==> src/rtl/data_mem_io.sv <==
// data_mem_io: dual-port data RAM plus memory-mapped player/die/timer I/O for the game CPU.
// Define DMEM_POS_SYNC_EN to put 2-flop synchronizers on pos_in and time_up.
module data_mem_io #(
  parameter int          NPLAYERS  = 2,
  parameter int          POS_W     = 4,
  parameter int          RAM_DEPTH = 8,
  parameter logic [31:0] RAM_BASE  = 32'h0000_6000,
  parameter logic [31:0] IO_BASE   = 32'h0000_7000,
  parameter logic [15:0] LFSR_SEED = 16'hACE1
) (
  input  logic                      clk,
  input  logic                      reset,
  input  logic [31:0]               addr_A,
  input  logic [31:0]               addr_B,
  input  logic [31:0]               WD,
  input  logic                      WE,
  input  logic [NPLAYERS*POS_W-1:0] pos_in,
  input  logic                      time_up,
  output logic [31:0]               RD,
  output logic [31:0]               DataVideo,
  output logic [NPLAYERS*POS_W-1:0] pos_out,
  output logic [2:0]                die
);
  localparam int AW = (RAM_DEPTH > 1) ? $clog2(RAM_DEPTH) : 1;
  localparam int PW = NPLAYERS * POS_W;

  logic [31:0]         mem [RAM_DEPTH];
  logic [29:0]         ram_word_a, ram_word_b, io_word_a;
  logic                ram_hit_a, ram_hit_b;
  logic [AW-1:0]       ram_idx_a, ram_idx_b;
  logic [PW-1:0]       pos_cap;
  logic                tu_cap, tu_r, time_flag, time_clr;
  logic [NPLAYERS-1:0] chg, chg_set, chg_clr;
  logic [15:0]         lfsr;
  logic                lfsr_fb;
  logic [31:0]         rd_next;
  logic                unused;

  // Word indices relative to each window; addresses below a base wrap to huge values and miss.
  assign ram_word_a = addr_A[31:2] - RAM_BASE[31:2];
  assign ram_word_b = addr_B[31:2] - RAM_BASE[31:2];
  assign io_word_a  = addr_A[31:2] - IO_BASE[31:2];
  assign ram_hit_a  = (ram_word_a < 30'(RAM_DEPTH));
  assign ram_hit_b  = (ram_word_b < 30'(RAM_DEPTH));
  assign ram_idx_a  = ram_word_a[AW-1:0];
  assign ram_idx_b  = ram_word_b[AW-1:0];
  assign lfsr_fb    = lfsr[0] ^ lfsr[2] ^ lfsr[3] ^ lfsr[5];
  assign unused     = ^{addr_A[1:0], addr_B[1:0]};

`ifdef DMEM_POS_SYNC_EN
  logic [PW-1:0] pos_meta;
  logic          tu_meta;

  // First synchronizer flop; pos_out and tu_r act as the second.
  always_ff @(posedge clk or negedge reset) begin
    if (!reset) begin
      pos_meta <= '0;
      tu_meta  <= 1'b0;
    end else begin
      pos_meta <= pos_in;
      tu_meta  <= time_up;
    end
  end

  assign pos_cap = pos_meta;
  assign tu_cap  = tu_meta;
`else
  assign pos_cap = pos_in;
  assign tu_cap  = time_up;
`endif

  // Per-player change detect between the value being captured and the held one.
  always_comb begin
    chg_set = '0;
    for (int k = 0; k < NPLAYERS; k++) begin
      chg_set[k] = (pos_cap[k*POS_W +: POS_W] != pos_out[k*POS_W +: POS_W]);
    end
  end

  // Write-1-to-clear strobes for the sticky I/O flags.
  always_comb begin
    chg_clr  = '0;
    time_clr = 1'b0;
    if (WE && !ram_hit_a) begin
      if (io_word_a == 30'd16) begin
        chg_clr = WD[NPLAYERS-1:0];
      end else if (io_word_a == 30'd18) begin
        time_clr = WD[0];
      end else begin
        chg_clr  = '0;
        time_clr = 1'b0;
      end
    end else begin
      chg_clr  = '0;
      time_clr = 1'b0;
    end
  end

  // CPU read mux over RAM and the I/O registers; unmapped addresses read zero.
  always_comb begin
    rd_next = 32'h0;
    if (ram_hit_a) begin
      rd_next = mem[ram_idx_a];
    end else if (io_word_a < 30'(NPLAYERS)) begin
      for (int k = 0; k < NPLAYERS; k++) begin
        if (io_word_a == 30'(k)) begin
          rd_next[POS_W-1:0] = pos_out[k*POS_W +: POS_W];
        end else begin
          rd_next = rd_next;
        end
      end
    end else if (io_word_a == 30'd16) begin
      rd_next[NPLAYERS-1:0] = chg;
    end else if (io_word_a == 30'd17) begin
      rd_next[2:0] = die;
    end else if (io_word_a == 30'd18) begin
      rd_next[0] = time_flag;
    end else begin
      rd_next = 32'h0;
    end
  end

  // RAM write port; an edge taken while reset is low writes nothing.
  always_ff @(posedge clk) begin
    if (reset && WE && ram_hit_a) begin
      mem[ram_idx_a] <= WD;
    end
  end

  // Captured positions, sticky flags (set beats clear), die LFSR and registered read ports.
  always_ff @(posedge clk or negedge reset) begin
    if (!reset) begin
      pos_out   <= '0;
      chg       <= '0;
      tu_r      <= 1'b0;
      time_flag <= 1'b0;
      lfsr      <= LFSR_SEED;
      die       <= 3'd1;
      RD        <= 32'h0;
      DataVideo <= 32'h0;
    end else begin
      pos_out   <= pos_cap;
      chg       <= (chg & ~chg_clr) | chg_set;
      tu_r      <= tu_cap;
      time_flag <= (time_flag & ~time_clr) | (tu_cap & ~tu_r);
      lfsr      <= {lfsr_fb, lfsr[15:1]};
      if (lfsr[2:0] != 3'd0 && lfsr[2:0] != 3'd7) begin
        die <= lfsr[2:0];
      end else begin
        die <= die;
      end
      RD        <= rd_next;
      DataVideo <= ram_hit_b ? mem[ram_idx_b] : 32'h0;
    end
  end
endmodule

==> config.mk <==
export PLATFORM = sky130hd
export DESIGN_NAME = data_mem_io
export DESIGN_NICKNAME = d
export VERILOG_FILES = /design/src/rtl/data_mem_io.sv
export SDC_FILE = /design/constraint.sdc
export NUM_CORES = 1
export LEC_CHECK = 0
export ABC_CLOCK_PERIOD_IN_PS = 2250
export BUFFER_PORTS_ARGS = -buffer_cell sky130_fd_sc_hd__buf_4
export CAP_MARGIN = 5
export CORE_MARGIN = 1.5
export CORE_UTILIZATION = 60
export CTS_CLUSTER_DIAMETER = 50
export CTS_CLUSTER_SIZE = 16
export DETAILED_ROUTE_END_ITERATION = 8
export PLACE_DENSITY = 0.82
export SYNTH_ARGS = -nofsm -noshare
export SYNTH_HDL_FRONTEND = slang
export SYNTH_SLANG_ARGS = --single-unit
==> constraint.sdc <==
create_clock -name clk -period 2.25 [get_ports clk]
set_input_delay 0.5625 -clock clk [delete_from_list [all_inputs] [get_ports clk]]
set_output_delay 0.5625 -clock clk [all_outputs]
set_load 0.1 [all_outputs]
==> summary.md <==
| Metric | Value |
|---|---|
| Ys async rst share | around 27% |
| Sequential share of the synthesized area | 66.09% |
| CTS Root Cell | clkbuf_16 |
| Antenna Violating Nets Remaining | 0 |
| CTS Buf Count | 34 |
| RSZ-0062 raised after global routing | yes |
| Clock share of power | between 40% and 50% |
| Worst VDD drop | 0.0006778 V |
| CP startpoint kind | primary input |
| NumNets Final | about 1.3k |
| Leak | 7.647 nW |
| Crit-path max FO | 5 |
| Most common cell after layout, fill and taps aside | edfxtp_1 |
| Drt wl/cell | 27.99 µm |
| Comb pwr share | roughly 8.2% |
| H-Tree Depth | 2 |
| Post-synthesis simple-gate area fraction | under 10% |
| Die Y | 162.4 µm |
| Final non-filler cell total | roughly 1.5k |
| XOR/XNOR Fraction of Synth Area | 0.9192% |
| Initial core utilization | 60.89% |
| CTS tree | done |
| CTS Buffer Depth | 3 |
| Final core utilization | 79.06% |
| Worst-path clk slew | about 0.07 ns |
| Post-synthesis mux area share | 23.59% |
| EDFF count, synth | 256 |
| DR DRC count | 0 |
| Pint | 0.01066 W |
| P per Cell Area | 698.0 nW/µm² |
| Synthesized cell area | approximately 15000 µm² |
| FMAX | 372.2 MHz |
| Final worst path period need | 2.687 ns |
| Worst-skew pair later-pin latency | between 0.5 and 0.6 ns |
| GRT Overall Usage | a little under a third |
| Die area | 26380 µm² |
| Io pins | between 150 and 200 |
| Number of global-route vias before repair | between 10k and 15k |
| Synth Warn # | 0 |
| First-pass GRT wire length | 60.56 mm |
| Arrival @ worst endpoint | roughly 2.9 ns |
| Layout fillers | 1315 |
| Fin. max-slew vios | 0 |
| CP Class | primary input to flip-flop |
| Setup TNS | -87.46 ns |
| Worst setup EP type | flip-flop |
| Layout cell share with drive strength beyond 1 | 45.60% |
| Number of setup violations in the final report | 287 |
| Total core area | roughly 25000 µm² |
| Max-Cap Viols | 0 |
| Outcome | finished, violations left |
| Final worst setup slack | -0.4369 ns |
| Sw Share | between 20% and 30% |
| Routed WL | about 42 mm |
| Main flop type after synthesis | edfxtp_1 |
| Violated checks | setup timing |
| Total number of vias | 9663 |
| Final Hold Viols | 0 |
| TritonRoute pass-1 iters | 5 |
| Synth top area share | between 50% and 60% |
| Power Total | 0.01382 W |
| CP max stage delay | 0.49 ns |
| Initial antenna violation count | 1 |
| Mapped Cells | 843 |
| Register-to-Register Setup Slack | 0.56 ns |
| Synth Area per Inst | 18.09 µm² |
| Vias per std cell | 6.433 |
| Total grt overflow | 0 |
| Dpl hpwl | around 24 mm |
| Unique masters post-synth | between 50 and 60 |
| Crit path cell chain | buf_8 > or3_4 > or4_4 > a32oi_1 > and4_4 > o211ai_4 > buf_12 > nor4_4 > buf_6 > clkbuf_16 |
| Syn Nets | about 950 |
| Net load switching power | 0.003159 W |
| Post-synthesis compound-gate area fraction | 1.879% |
| Slew margin rel. | 64.99% |
| Syn-to-layout area delta | 29.83% |
| Pin count of the biggest net entering global routing | 95 |
| Sequential share of power | 50.4% |
| WP data required | 2.49 ns |
| Die W | around 160 µm |
| Flops & latches, synth | 351 |
| Ranking of synthesized cells by area | edfxtp_1 (50%), mux4_2 (19%), dfrtp_1 (14%) |
| GPL Wtd Cong | ~0.89 |
| Highest-delay cell along the critical path | or4_4 |
| Adder-cell share of the synthesized area | 0.1641% |
| Num rows | between 50 and 60 |
| Most frequent cells in the layout | edfxtp_1 (256), buf_4 (250), mux4_2 (129) |
| Worst hold path class | primary input to flip-flop |
| Largest family of logic cells by synthesized area | multiplexers |
| Clock Sinks | 351 |
| Placed cell count | 1404 |
| Area leader, netlist | edfxtp_1 |
| Port Buffers | 178 |
| Placed Area | between 15000 and 20000 µm² |
| Final period util | 119.4% |
| Clock Skews | between 0.02 and 0.03 ns |
| Final Cell Area | 19790 µm² |
| Initial drt markers | around 1.1k |
| Worst slew pin tran | 0.5251 ns |
==> flip-flops by register name, indices dropped and copies added, names as in the netlist <==
| signal | flops |
|---|---|
| die | 3 |
| RD | 32 |
| DataVideo | 32 |
| time_flag | 1 |
| lfsr | 16 |
| chg | 2 |
| tu_r | 1 |
| mem | 256 |
| pos_out | 8 |
==> repair_timing <==
action | 4_1_cts | 5_1_grt
gates cloned | 7 | 8
hold endpoints to repair | 1 | 0
endpoints found under the setup margin | 298 | 288
setup buffers | 19 | 10
gates resized for setup | 45 | 34
pin swaps | 6 | 1
hold buffers | 1 | 0
==> synthesized netlist by cell type (2+ instances only) <==
library cell  count
nand2b_1          2
ha_1              2
xnor2_1           3
edfxtp_1        256
mux4_2          129
buf_2             5
a31oi_1           2
nor2_1           82
nor4_2            2
nand3_1           7
xor2_1           13
mux2i_1          69
dfrtp_1          86
nor3_1           17
dfstp_2           9
and4b_1           2
a211oi_1          2
o22ai_1           2
nand2_1          17
clkbuf_1         32
or4_1             5
or3_1             7
or4b_2            3
o21ai_0           7
o41ai_1           2
o32ai_1           2
o31ai_1           2
nand3b_1          4
nor4b_1           3
a21oi_1          10
nor4_1           12
or2_2             2
inv_1             3
and3_1            3
nand4_1           7
buf_1            15
o2bb2ai_1         3
==> cells by family after synthesis <==
| logic type | count (synthesis) |
|---|---|
| simple gates | 179 |
| fa+ha+maj | 2 |
| flops | 351 |
| xor+xnor | 16 |
| mux | 198 |
| buf+inv | 56 |
| compound gates | 41 |
==> area by class of cell <==
cell class	instances	area (µm²)	share of cell area, %
diodes	1	2.502	0.01264
flip-flops and latches	351	10080	50.90
well taps	330	412.9	2.086
repair buffers	320	3065	15.49
clock buffers	49	991.0	5.006
clock inverters	12	131.4	0.6637
inverters	3	11.26	0.05689
multi-input cells	436	5104	25.78
==> worst paths after layout <==
| path | startpoint | to | cells past startpoint |
|---|---|---|---|
| max in group asynchronous | reset | DataVideo[15] | 3 |
| hold / removal | time_up | tu_r | 1 |
| setup / recovery | addr_A[17] | mem[1][18] | 10 |
| min in group asynchronous | reset | DataVideo[0] | 2 |
| setup reg to reg | die[0] | RD[0] | 6 |
| hold reg to reg | lfsr[6] | lfsr[5] | 0 |
==> per-stage QoR <==
stage	hold slack (ns)	setup slack, ns
final	0.1733	-0.4369
after global routing	0.1633	-0.4655
after CTS	0.1613	-0.2865
after detailed placement	0.3484	-0.9231
after global placement	0.3397	-0.9349
after floorplan	0.2669	-1.460
==> per-layer routing <==
metal | routed length [µm] | track usage [%]
met5 | 0 | 0
met4 | 1616 | 12.64
met3 | 3832 | 5.959
met2 | 21980 | 55.67
met1 | 14620 | 39.27
==> power groups by stage <==
stage               Sequential (W)  Combinational, W  Clock, W
CTS                        0.00696           0.00110   0.00573
detailed placement         0.00710           0.00109         0
global route               0.00696           0.00120   0.00602
floorplan                  0.00716          0.000512         0
finish                     0.00696           0.00113   0.00573
global placement           0.00710           0.00107         0
==> worst max-delay path: cells and delay by family <==
kind                   cells  cell delay [ns]
buffers and inverters      4             0.66
AO/OA/AOI/OAI              2             0.31
AND/OR/NAND/NOR            4             1.38
Note: power is estimated with default switching activity, not from simulation.
